===== config.mk =====
export PLATFORM = sky130hd
export DESIGN_NAME = tero_eval_sequencer_flat
export DESIGN_NICKNAME = d
export VERILOG_FILES = /design/src/rtl/tero_pkg.sv /design/src/rtl/tero_eval_sequencer_if.sv /design/src/rtl/tero_group_sel.sv /design/src/rtl/tero_eval_sequencer.sv /design/src/flat_wrapper.sv
export SDC_FILE = /design/constraint.sdc
export NUM_CORES = 1
export LEC_CHECK = 0
export CAP_MARGIN = 20
export CORE_ASPECT_RATIO = 1.1
export CORE_UTILIZATION = 50
export CTS_CLUSTER_SIZE = 25
export DETAILED_ROUTE_END_ITERATION = 8
export PLACE_DENSITY_LB_ADDON = 0.3
export SLEW_MARGIN = 20
export SYNTH_ARGS = -nofsm -noshare
export SYNTH_HDL_FRONTEND = slang
export SYNTH_SLANG_ARGS = --single-unit

===== constraint.sdc =====
create_clock -name clk -period 3.45 [get_ports clk]
set_input_delay 0.345 -clock clk [delete_from_list [all_inputs] [get_ports clk]]
set_output_delay 0.345 -clock clk [all_outputs]
set_load 0.02 [all_outputs]

===== src/rtl/tero_pkg.sv =====
// Shared types and helpers for the TERO evaluation sequencer.
// Contents:
//   state_e   - sequencer state encoding (3 bits)
//   grp_bits  - width of a group index (at least 1 bit)
//   acc_bits  - accumulator width sized for the maximum repetition count
//   ch_lsb    - LSB position of channel c in a packed per-channel bus
package tero_pkg;

  typedef enum logic [2:0] {
    S_RESET  = 3'd0,
    S_IDLE   = 3'd1,
    S_INIT   = 3'd2,
    S_EVAL   = 3'd3,
    S_SAMPLE = 3'd4,
    S_OUTPUT = 3'd5,
    S_NEXT   = 3'd6,
    S_DONE   = 3'd7
  } state_e;

  function automatic int unsigned grp_bits(input int unsigned n_groups);
    return (n_groups > 1) ? $clog2(n_groups) : 1;
  endfunction

  // Summing 2**max_rep_log2 counts of cnt_bits each never overflows this width.
  function automatic int unsigned acc_bits(input int unsigned cnt_bits,
                                           input int unsigned max_rep_log2);
    return cnt_bits + max_rep_log2;
  endfunction

  function automatic int unsigned ch_lsb(input int unsigned ch,
                                         input int unsigned width);
    return ch * width;
  endfunction

endpackage


===== src/rtl/tero_eval_sequencer_if.sv =====
// Response channel of the TERO evaluation sequencer (valid/ready).
// Signals:
//   resp_valid - resp_data/resp_group valid (master drives)
//   resp_ready - consumer accepts on valid && ready (slave drives)
//   resp_data  - NUM_CH averaged counts, channel c at [c*CNT_BITS +: CNT_BITS]
//   resp_group - group index the data belongs to
interface tero_eval_sequencer_if #(
  parameter int unsigned NUM_CH   = 2,
  parameter int unsigned CNT_BITS = 16,
  parameter int unsigned GRP_BITS = 2
);
  logic                       resp_valid;
  logic                       resp_ready;
  logic [NUM_CH*CNT_BITS-1:0] resp_data;
  logic [GRP_BITS-1:0]        resp_group;

  modport master (output resp_valid, resp_data, resp_group, input resp_ready);
  modport slave  (input resp_valid, resp_data, resp_group, output resp_ready);
endinterface


===== src/rtl/tero_group_sel.sv =====
// Group sequencing for the TERO evaluation sequencer.
// Holds the current group and how many groups have been completed.
// Ports:
//   clk, clr  - clock, synchronous clear (reset or abort)
//   load, g0  - start a pass at group g0
//   inc       - advance to the next group, wrapping modulo NUM_GROUPS
//   group     - group currently selected
//   last      - current group is the final one of the pass
module tero_group_sel
  import tero_pkg::*;
#(
  parameter  int unsigned NUM_GROUPS = 4,
  localparam int unsigned GRP_BITS   = grp_bits(NUM_GROUPS)
) (
  input  logic                clk,
  input  logic                clr,
  input  logic                load,
  input  logic                inc,
  input  logic [GRP_BITS-1:0] g0,
  output logic [GRP_BITS-1:0] group,
  output logic                last
);

  localparam logic [GRP_BITS-1:0] GMAX = GRP_BITS'(NUM_GROUPS - 1);

  logic [GRP_BITS-1:0] group_q, group_d;
  logic [GRP_BITS-1:0] visited_q, visited_d;

  always_comb begin
    group_d   = group_q;
    visited_d = visited_q;
    if (load) begin
      group_d   = g0;
      visited_d = '0;
    end else if (inc) begin
      group_d   = (group_q == GMAX) ? '0 : group_q + 1'b1;
      visited_d = visited_q + 1'b1;
    end
  end

  always_ff @(posedge clk) begin
    if (clr) begin
      group_q   <= '0;
      visited_q <= '0;
    end else begin
      group_q   <= group_d;
      visited_q <= visited_d;
    end
  end

  assign group = group_q;
  assign last  = (visited_q == GMAX);

endmodule


===== src/rtl/tero_eval_sequencer.sv =====
// TERO evaluation sequencer: evaluates NUM_CH loops per group in parallel,
// repeats each group 2**rep_log2 times, accumulates the counts and emits the
// per-channel average over a valid/ready response channel.
// Optional feature macro: TERO_SEQ_ABORT_EN (adds abort input / aborted output).
// Ports:
//   clk, reset       - clock, synchronous active-high reset
//   start            - begin a full evaluation (sampled in IDLE, held to stay in DONE)
//   challenge        - starting group = challenge mod NUM_GROUPS
//   eval_time        - enabled cycles per window minus 1 (latched at start)
//   rep_log2         - log2 repetitions, clamped to MAX_REP_LOG2 (latched at start)
//   reset_puf        - clears the loop oscillators/counters
//   enable_puf       - enables the selected group's loops
//   select_group     - group driven to the loop array
//   puf_count        - per-channel counts from the loop array
//   resp             - response channel (master)
//   abort, aborted   - (TERO_SEQ_ABORT_EN) cancel a busy evaluation / 1-cycle pulse
//   busy, done       - evaluation in progress / evaluation complete
module tero_eval_sequencer
  import tero_pkg::*;
#(
  parameter  int unsigned NUM_LOOPS      = 8,
  parameter  int unsigned NUM_CH         = 2,
  parameter  int unsigned CNT_BITS       = 16,
  parameter  int unsigned EVAL_TIME_BITS = 16,
  parameter  int unsigned MAX_REP_LOG2   = 13,
  parameter  int unsigned CHALLENGE_BITS = 4,
  localparam int unsigned NUM_GROUPS     = NUM_LOOPS / NUM_CH,
  localparam int unsigned GRP_BITS       = grp_bits(NUM_GROUPS),
  localparam int unsigned RL_BITS        = $clog2(MAX_REP_LOG2 + 1)
) (
  input  logic                       clk,
  input  logic                       reset,
  input  logic                       start,
  input  logic [CHALLENGE_BITS-1:0]  challenge,
  input  logic [EVAL_TIME_BITS-1:0]  eval_time,
  input  logic [RL_BITS-1:0]         rep_log2,
  output logic                       reset_puf,
  output logic                       enable_puf,
  output logic [GRP_BITS-1:0]        select_group,
  input  logic [NUM_CH*CNT_BITS-1:0] puf_count,
  tero_eval_sequencer_if.master      resp,
`ifdef TERO_SEQ_ABORT_EN
  input  logic                       abort,
  output logic                       aborted,
`endif
  output logic                       busy,
  output logic                       done
);

  localparam int unsigned ACC_BITS = acc_bits(CNT_BITS, MAX_REP_LOG2);
  localparam int unsigned REP_BITS = MAX_REP_LOG2 + 1;

  state_e                     state_q, state_d;
  logic [EVAL_TIME_BITS-1:0]  eval_time_q, dly_q;
  logic [RL_BITS-1:0]         rep_log2_q;
  logic [REP_BITS-1:0]        rep_q;
  logic [GRP_BITS-1:0]        resp_group_q, cur_group, g0;
  logic [NUM_CH*CNT_BITS-1:0] data_w;
  logic                       last_group, rep_done, eval_end;
  logic                       grp_inc, start_acc, last_smp, kill;

  assign g0        = GRP_BITS'(challenge % NUM_GROUPS);
  assign rep_done  = (rep_q + 1'b1) == (REP_BITS'(1) << rep_log2_q);
  assign eval_end  = (dly_q == eval_time_q);
  assign start_acc = (state_q == S_IDLE) && start;
  assign last_smp  = (state_q == S_SAMPLE) && rep_done;
  // Entering RESET from a busy state (abort) clears the datapath like reset.
  assign kill      = (state_d == S_RESET);

  always_comb begin
    state_d         = state_q;
    reset_puf       = 1'b0;
    enable_puf      = 1'b0;
    busy            = 1'b0;
    done            = 1'b0;
    resp.resp_valid = 1'b0;
    grp_inc         = 1'b0;
    unique case (state_q)
      S_RESET: begin
        reset_puf = 1'b1;
        state_d   = S_IDLE;
      end
      S_IDLE: if (start) state_d = S_INIT;
      S_INIT: begin
        reset_puf = 1'b1;
        busy      = 1'b1;
        state_d   = S_EVAL;
      end
      S_EVAL: begin
        enable_puf = 1'b1;
        busy       = 1'b1;
        if (eval_end) state_d = S_SAMPLE;
      end
      S_SAMPLE: begin
        busy    = 1'b1;
        state_d = rep_done ? S_OUTPUT : S_INIT;
      end
      S_OUTPUT: begin
        busy            = 1'b1;
        resp.resp_valid = 1'b1;
        if (resp.resp_ready) state_d = S_NEXT;
      end
      S_NEXT: begin
        busy = 1'b1;
        if (last_group) state_d = S_DONE;
        else begin
          grp_inc = 1'b1;
          state_d = S_INIT;
        end
      end
      S_DONE: begin
        done = 1'b1;
        if (!start) state_d = S_IDLE;
      end
      default: state_d = S_RESET;
    endcase
`ifdef TERO_SEQ_ABORT_EN
    if (abort && busy) state_d = S_RESET;
`endif
  end

  always_ff @(posedge clk) begin
    if (reset) state_q <= S_RESET;
    else       state_q <= state_d;
  end

`ifdef TERO_SEQ_ABORT_EN
  logic aborted_q;
  always_ff @(posedge clk) begin
    if (reset) aborted_q <= 1'b0;
    else       aborted_q <= abort && busy;
  end
  assign aborted = aborted_q;
`endif

  always_ff @(posedge clk) begin
    if (reset || kill) begin
      eval_time_q  <= '0;
      rep_log2_q   <= '0;
      dly_q        <= '0;
      rep_q        <= '0;
      resp_group_q <= '0;
    end else begin
      if (start_acc) begin
        eval_time_q <= eval_time;
        rep_log2_q  <= (rep_log2 > RL_BITS'(MAX_REP_LOG2)) ? RL_BITS'(MAX_REP_LOG2) : rep_log2;
        rep_q       <= '0;
      end
      unique case (state_q)
        S_INIT:   dly_q <= '0;
        S_EVAL:   dly_q <= dly_q + 1'b1;
        S_SAMPLE: begin
          rep_q <= rep_q + 1'b1;
          if (rep_done) resp_group_q <= cur_group;
        end
        S_NEXT:   rep_q <= '0;
        default:  ;
      endcase
    end
  end

  for (genvar c = 0; c < NUM_CH; c++) begin : g_ch
    logic [ACC_BITS-1:0] acc_q, sum;
    logic [CNT_BITS-1:0] avg_q;

    assign sum = acc_q + ACC_BITS'(puf_count[ch_lsb(c, CNT_BITS) +: CNT_BITS]);

    always_ff @(posedge clk) begin
      if (reset || kill || start_acc || state_q == S_NEXT) acc_q <= '0;
      else if (state_q == S_SAMPLE)                        acc_q <= sum;
      // Average never exceeds one count, so truncation to CNT_BITS is lossless.
      if (reset || kill)  avg_q <= '0;
      else if (last_smp)  avg_q <= CNT_BITS'(sum >> rep_log2_q);
    end

    assign data_w[ch_lsb(c, CNT_BITS) +: CNT_BITS] = avg_q;
  end

  tero_group_sel #(.NUM_GROUPS(NUM_GROUPS)) u_group_sel (
    .clk   (clk),
    .clr   (reset || kill),
    .load  (start_acc),
    .inc   (grp_inc),
    .g0    (g0),
    .group (cur_group),
    .last  (last_group)
  );

  assign select_group    = cur_group;
  assign resp.resp_data  = data_w;
  assign resp.resp_group = resp_group_q;

endmodule


===== src/flat_wrapper.sv =====
// flat-port wrapper written by rule: the top's interface ports become plain ports
module tero_eval_sequencer_flat import tero_pkg::*;
#(
  parameter  int unsigned NUM_LOOPS      = 8,
  parameter  int unsigned NUM_CH         = 2,
  parameter  int unsigned CNT_BITS       = 16,
  parameter  int unsigned EVAL_TIME_BITS = 16,
  parameter  int unsigned MAX_REP_LOG2   = 13,
  parameter  int unsigned CHALLENGE_BITS = 4,
  localparam int unsigned NUM_GROUPS     = NUM_LOOPS / NUM_CH,
  localparam int unsigned GRP_BITS       = grp_bits(NUM_GROUPS),
  localparam int unsigned RL_BITS        = $clog2(MAX_REP_LOG2 + 1)
)
  (clk, reset, start, challenge, eval_time, rep_log2, reset_puf, enable_puf, select_group, puf_count, busy, done, resp_resp_valid, resp_resp_data, resp_resp_group, resp_resp_ready);
  tero_eval_sequencer_if #(.NUM_CH(NUM_CH), .CNT_BITS(CNT_BITS), .GRP_BITS((grp_bits((NUM_LOOPS / NUM_CH))))) resp_i ();
  input  logic clk;
  input  logic reset;
  input  logic start;
  input  logic [CHALLENGE_BITS-1:0] challenge;
  input  logic [EVAL_TIME_BITS-1:0] eval_time;
  input  logic [RL_BITS-1:0] rep_log2;
  output logic reset_puf;
  output logic enable_puf;
  output logic [GRP_BITS-1:0] select_group;
  input  logic [NUM_CH*CNT_BITS-1:0] puf_count;
  output logic busy;
  output logic done;
  output wire logic [$bits(resp_i.resp_valid)-1:0] resp_resp_valid;
  output wire logic [$bits(resp_i.resp_data)-1:0] resp_resp_data;
  output wire logic [$bits(resp_i.resp_group)-1:0] resp_resp_group;
  input wire logic [$bits(resp_i.resp_ready)-1:0] resp_resp_ready;
  assign resp_resp_valid = resp_i.resp_valid;
  assign resp_resp_data = resp_i.resp_data;
  assign resp_resp_group = resp_i.resp_group;
  assign resp_i.resp_ready = resp_resp_ready;
  tero_eval_sequencer #(.NUM_LOOPS(NUM_LOOPS), .NUM_CH(NUM_CH), .CNT_BITS(CNT_BITS), .EVAL_TIME_BITS(EVAL_TIME_BITS), .MAX_REP_LOG2(MAX_REP_LOG2), .CHALLENGE_BITS(CHALLENGE_BITS)) u_core (.clk(clk), .reset(reset), .start(start), .challenge(challenge), .eval_time(eval_time), .rep_log2(rep_log2), .reset_puf(reset_puf), .enable_puf(enable_puf), .select_group(select_group), .puf_count(puf_count), .resp(resp_i), .busy(busy), .done(done));
endmodule

# --- After elaboration in Yosys (flattened, before gate mapping) ---
# Cells that the tools add are included.
word_totals:
  register_bits: 149
  in_bits: 60
  elab_cells: 68
op_classes:
  n_addsub: 6
  order_cmp: 1
  n_eq_ne: 11
  shifts: 3
  n_mux: 21
  n_reduce_logical: 14
op_table:
  columns: ["op", "n"]
  rows:
  - ["adder 29 x 16 -> 29 bit", 2]
  - ["right shift 29 x 4 -> 16 bit", 2]
  - ["one-hot mux 16 bit (2 select lines)", 1]
  - ["one-hot mux 14 bit (2 select lines)", 1]
  - ["one-hot mux 3 bit (8 select lines)", 1]
  - ["2-to-1 mux 3 bit", 6]
  - ["adder 16 x 1 -> 16 bit, second input constant", 1]
  - ["== test 16 bit", 1]
  - ["adder 14 x 1 -> 14 bit, second input constant", 1]
  - ["== test 14 bit", 1]
  - ["2-to-1 mux 14 bit", 1]
  - ["<< shifter 1 x 4 -> 14 bit, first input constant", 1]
  - ["== test 3 bit, second input constant", 4]
  - ["2-to-1 mux 1 bit", 7]
  - ["== test 3 x 2 -> 1 bit, second input constant", 2]
  - ["zero test 3 bit", 2]
  - ["2-to-1 mux 2 bit", 3]
  - ["OR reduction 5 bit", 1]
  - ["adder 2 x 1 -> 2 bit, second input constant", 2]
  - ["== test 2 bit, second input constant", 2]
  - ["greater-than comparator 4 bit, second input constant", 1]
  - ["2-to-1 mux 4 bit", 1]
  - ["nonzero test 2 bit", 2]
  - ["OR reduction 2 bit", 2]
  - ["other kinds (5)", 8]

# --- Longest topological paths before layout ---
depth:
  depth_word: 8
  ltp_mapped: 13
  ltp_nobuf: 12

# --- By module ---
# From an unflattened synthesis, not the netlist that was laid out.
hier_totals:
  cells_unflattened: 1555
  area_unflattened_um2: 11347.1
modules_own_cells:
  columns: ["module", "n_inst", "cells_per_inst", "area_per_inst_um2"]
  rows:
  - ["tero_eval_sequencer", 1, 1537, 11149.4]
  - ["tero_group_sel", 1, 18, 197.7]

# --- Least setup slack after synthesis ---
# No wires, ideal clock.
synth_path:
  path_type: "input-to-reg"
  from: "input port puf_count[0]"
  to: "register u_core.g_ch[0].avg_q[10]"
  arrival_ps: 3090
  required_time_ps: 3333
  setup_slack_ps: 243
  cell_stages: 13
  path_buffers: 1
  cell_sequence: "ha_1 -> inv_1 -> fa_1 -> nor2b_1 -> o2111a_1 -> o211a_1 -> o31a_1 -> buf_4 -> a21boi_1 -> o31ai_1 -> o21ai_0 -> mux4_2 -> a22o_1"
synth_via:
  elab_chain_len: 2
synth_rtl:
  columns: ["element", "line", "source"]
  rows:
  - ["start: declaration", "flat_wrapper.sv:25", "input logic [NUM_CH*CNT_BITS-1:0] puf_count;"]
  - ["adder 29 x 16 -> 29 bit", "tero_eval_sequencer.sv:166", "assign sum = acc_q + ACC_BITS'(puf_count[ch_lsb(c, CNT_BITS) +: CNT_BITS]);"]
  - ["right shift 29 x 4 -> 16 bit", "tero_eval_sequencer.sv:173", "else if (last_smp) avg_q <= CNT_BITS'(sum >> rep_log2_q);"]
  - ["end signal: assignment", "tero_eval_sequencer.sv:173", null]
  - ["end: declaration", "tero_eval_sequencer.sv:164", "logic [CNT_BITS-1:0] avg_q;"]
# No other way between the ends.
# A chain may end at the register's enable or synchronous reset.

# --- Worst setup path after layout ---
layout_path:
  from: "register u_core.rep_log2_q[2]"
  to: "register u_core.g_ch[0].avg_q[11]"
layout_via:
  elab_chain_len: 6
layout_rtl:
  columns: ["element", "line", "source"]
  rows:
  - ["start: declaration", "tero_eval_sequencer.sv:55", "logic [RL_BITS-1:0] rep_log2_q;"]
  - ["start signal: assignment", "tero_eval_sequencer.sv:146", "rep_log2_q <= (rep_log2 > RL_BITS'(MAX_REP_LOG2)) ? RL_BITS'(MAX_REP_LOG2) : rep_log2;"]
  - ["<< shifter 1 x 4 -> 14 bit", "tero_eval_sequencer.sv:63", "assign rep_done = (rep_q + 1'b1) == (REP_BITS'(1) << rep_log2_q);"]
  - ["== test 14 bit", "tero_eval_sequencer.sv:63", null]
  - ["2-to-1 mux 3 bit", "tero_eval_sequencer.sv:96", "state_d = rep_done ? S_OUTPUT : S_INIT;"]
  - ["one-hot mux 3 bit (8 select lines)", "tero_eval_sequencer.sv:78", "unique case (state_q)"]
  - ["zero test 3 bit", "tero_eval_sequencer.sv:68", "assign kill = (state_d == S_RESET);"]
  - ["logical OR 1 bit", "tero_eval_sequencer.sv:172", "if (reset || kill) avg_q <= '0;"]
# Parallel ways exist; a longest one is shown, timed or not.

==> summary.txt <==
Logic synthesis
  • Mapped Area: 12,260 um2
  • Ys flop type: dfxtp_1
  • Largest cells by area after synthesis: dfxtp_1 24%, nand2_1 6.3%, nor2_1 5.5%
  • Seq/Total Area, Yosys: between 20% and 30%
  • Number of flops mapped to enable cells by yosys: 0
  • Count leader, synth: nand2_1
  • Mapped Avg Cell Area: around 7.5 um2
  • Syn_nets: between 1,500 and 2,000
  • Distinct cells, synth: between 90 and 100
  • Post-synth top area cell: dfxtp_1
  • Top-area cell type share of the netlist area: between 20% and 30%
  • Synthesized instance count: 1,637
  • Synth Register Bits: between 100 and 150
  • Synth top cells by count: 207 x nand2_1, 179 x nor2_1, 149 x dfxtp_1, 129 x a21oi_1, 80 x clkbuf_1
  • Asr flop ratio synth: 0%
  • YS warnings: 0

Finish
  • Layout cells sized above 1: a little under a fifth
  • Layout area overhead: 28.30%
  • # diodes: 0
  • FF+latch area: about 3000 um2
  • Fin nets: a little under 2,000
  • Multi-input combinational cell area: 8763 um2
  • Fillers: slightly above 2,000

Outcome
  • Status: finished clean

Placement
  • Placer Congestion: about 0.95
  • Dpl hpwl: between 30,000 and 40,000 um
  • Place WS: -0.3840 ns
  • Port bufs: 98

Setup path
  • Crit. End Element: flop
  • Crit path required time: between 3 and 4 ns
  • Startpoint types: flop
  • Reg2reg setup slack: 0.14 ns
  • Worst setup path start: u_core.rep_log2_q[2]
  • R2r startpoint: u_core.rep_log2_q[2]
  • Critical path data arrival time: 3.69 ns
  • Kind of critical path: flop to flop
  • Crit-path max FO: 13

Timing
  • Max Freq: between 300 and 400 MHz
  • Slew headroom: 48.29%
  • Fin Setup TNS: 0 ns
  • Setup violations, final: 0
  • Final min period: ~3.3 ns
  • Worst Clk Skew: approximately 0.012 ns
  • Final Hold Viols: 0
  • Final worst setup slack: 0.1376 ns
  • WHS: approximately 0.44 ns
  • Period utilisation layout: a little over nine tenths
  • Slew at the pin closest to its max-slew limit: 0.7653 ns
  • Final-report max-slew violation count: 0

Clock tree
  • H-tree depth: 4
  • CTS tree: done
  • CTS root buf: clkbuf_16
  • Sink Count: about 150
  • CTS Buffer Depth: 2
  • Clk slew on worst S/H paths: around 0.080 ns
  • Hold Buf Count CTS: 0
  • Clk_lat worst skew: approximately 0.45 ns
  • Total CTS buffers: 17

Route
  • DR DRC count: 0
  • Vias: 13,790
  • DRT Wirelength: roughly 42,000 um
  • Drt via density: ~6.3
  • Routed Antenna Nets: 0
  • First DRT Iteration DRCs: between 1,000 and 1,500
  • DR pass1 iterations: 8
  • Wire per inst: 18.96 um

Floorplan
  • Die Y: around 170 um
  • Die area: roughly 25,000 um2
  • I/O pin count: 101
  • Die Span X: ~150 um
  • Core area: 23,840 um2
  • Initial core utilization: between 50% and 60%
  • Rows: about 60

Power and ir drop
  • Pleak: 5.873 nW
  • Peak supply drop: 0.3089 mV
  • Pwr per Cell Area: slightly below 300 nW/um2

Global routing
  • Total grt overflow: 0
  • Global-route usage over all layers: 33.14%
  • Global-route wire length before repair: roughly 66,000 um
  • Vias in the first global route: 12,880
  • Antenna violations before repair: 2
  • Largest net degree at the start of global routing: approximately 60

Job
  • Max-cap violations: 0

Min path
  • Worst Hold Class: input port to flop
  • Min-delay src: eval_time[10]
[state kept, by name, summed over array words and instances, names as in the netlist]
name,count
u_core.u_group_sel.visited_q,2
u_core.rep_log2_q,4
u_core.resp.resp_group,2
u_core.dly_q,16
u_core.u_group_sel.group,2
u_core.eval_time_q,16
u_core.state_q,3
u_core.g_ch.acc_q,58
u_core.g_ch.avg_q,32
u_core.rep_q,14
[what timing repair did]
item / 4_1_cts / 5_1_grt
buffers inserted: 0 / 4
endpoints found under the setup margin: 0 / 61
resized for setup: 0 / 25
[layout by cell type (no fill, tap or decap), types with 8 or more instances in the layout]
cell             netlist  final
a2111oi_0             14      9
a211o_1                9      8
a211oi_1              46     44
a21o_1                16     16
a21oi_1              129    126
a22o_1                 8      8
a31oi_1               19     19
and2_1                14     14
and3_1                24     24
and4_1                 9      9
buf_4                  1    245
clkbuf_16              0     17
clkdlybuf4s50_1        0     98
dfxtp_1              149    145
ha_1                  39     38
inv_1                 27     27
inv_8                  0      8
mux2i_1               30     30
mux4_2                18     18
nand2_1              207    206
nand2b_1              15     15
nand3_1               64     64
nand4_1               29     29
nor2_1               179    178
nor2b_1               13     12
nor3_1                51     51
nor4_1                13     13
o211ai_1              34     34
o21a_1                12     12
o21ai_0               65     62
o31ai_1               12     11
or3_1                 10     10
xnor2_1               71     71
xor2_1                34     34
[cell type report]
cell class                 instances  share of cell area, %
tap                              305                  2.425
multi-input combinational       1338                  55.70
sequential                       149                  18.99
timing repair buffer             346                  18.31
clock inverter                    15                  1.137
inverter                          31                 0.7396
clock buffer                      17                  2.704
[per-layer routing]
| metal | wire length [um] | global-route usage (%) | up-vias |
|---|---|---|---|
| li1 | - | - | 6546 |
| met2 | 19230 | 53.74 | 668 |
| met5 | 12 | 0 | - |
| met1 | 17410 | 43.63 | 6461 |
| met4 | 1506 | 13.52 | 2 |
| met3 | 3580 | 4.670 | 115 |
[worst paths after layout]
| check | cells after the start | endpoint |
|---|---|---|
| worst max-delay path | 10 | u_core.g_ch[0].avg_q[11] |
| worst min-delay path | 3 | u_core.eval_time_q[10] |
| worst max register to register | 10 | u_core.g_ch[0].avg_q[11] |
| worst min register to register | 2 | u_core.g_ch[0].acc_q[0] |
[critical path, stage by stage (launching register included)]
cell       delay [ns]
dfxtp_2          0.49
nor4bb_1         0.73
xnor3_1          0.23
and3_1           0.17
o31ai_1          0.08
or4_1            0.57
or2_2            0.35
nor3_4           0.22
buf_12           0.17
o2111ai_1        0.13
nand3_1          0.11
[where the power goes]
part,switching (W),internal (W)
registers,0.0000258,0.00173
logic,0.000498,0.000393
clock network,0.000964,0.000986
total,0.00149,0.00311
[per-stage QoR]
step	total power, W	cell area (um2)	utilization, %	instances
finish	0.004600	15730	65.99	2201
global route	0.004756	15730	65.99	2201
CTS	0.004584	15620	65.51	2197
detailed placement	0.002656	15020	62.97	2165
global placement	0.002644	15020	62.97	2165
floorplan	0.002297	12260	-	1637
[cells by family after synthesis]
family	after synthesis	synth area share, %
XOR/XNOR	106	7.683
adder cells (fa/ha/maj)	41	4.306
AND/OR/NAND/NOR	666	26.13
AO/OA/AOI/OAI	471	26.27
flip-flops	149	24.32
buffers and inverters	150	4.979
multiplexers	54	6.305
No activity file was read; power rests on OpenSTA's default activity.
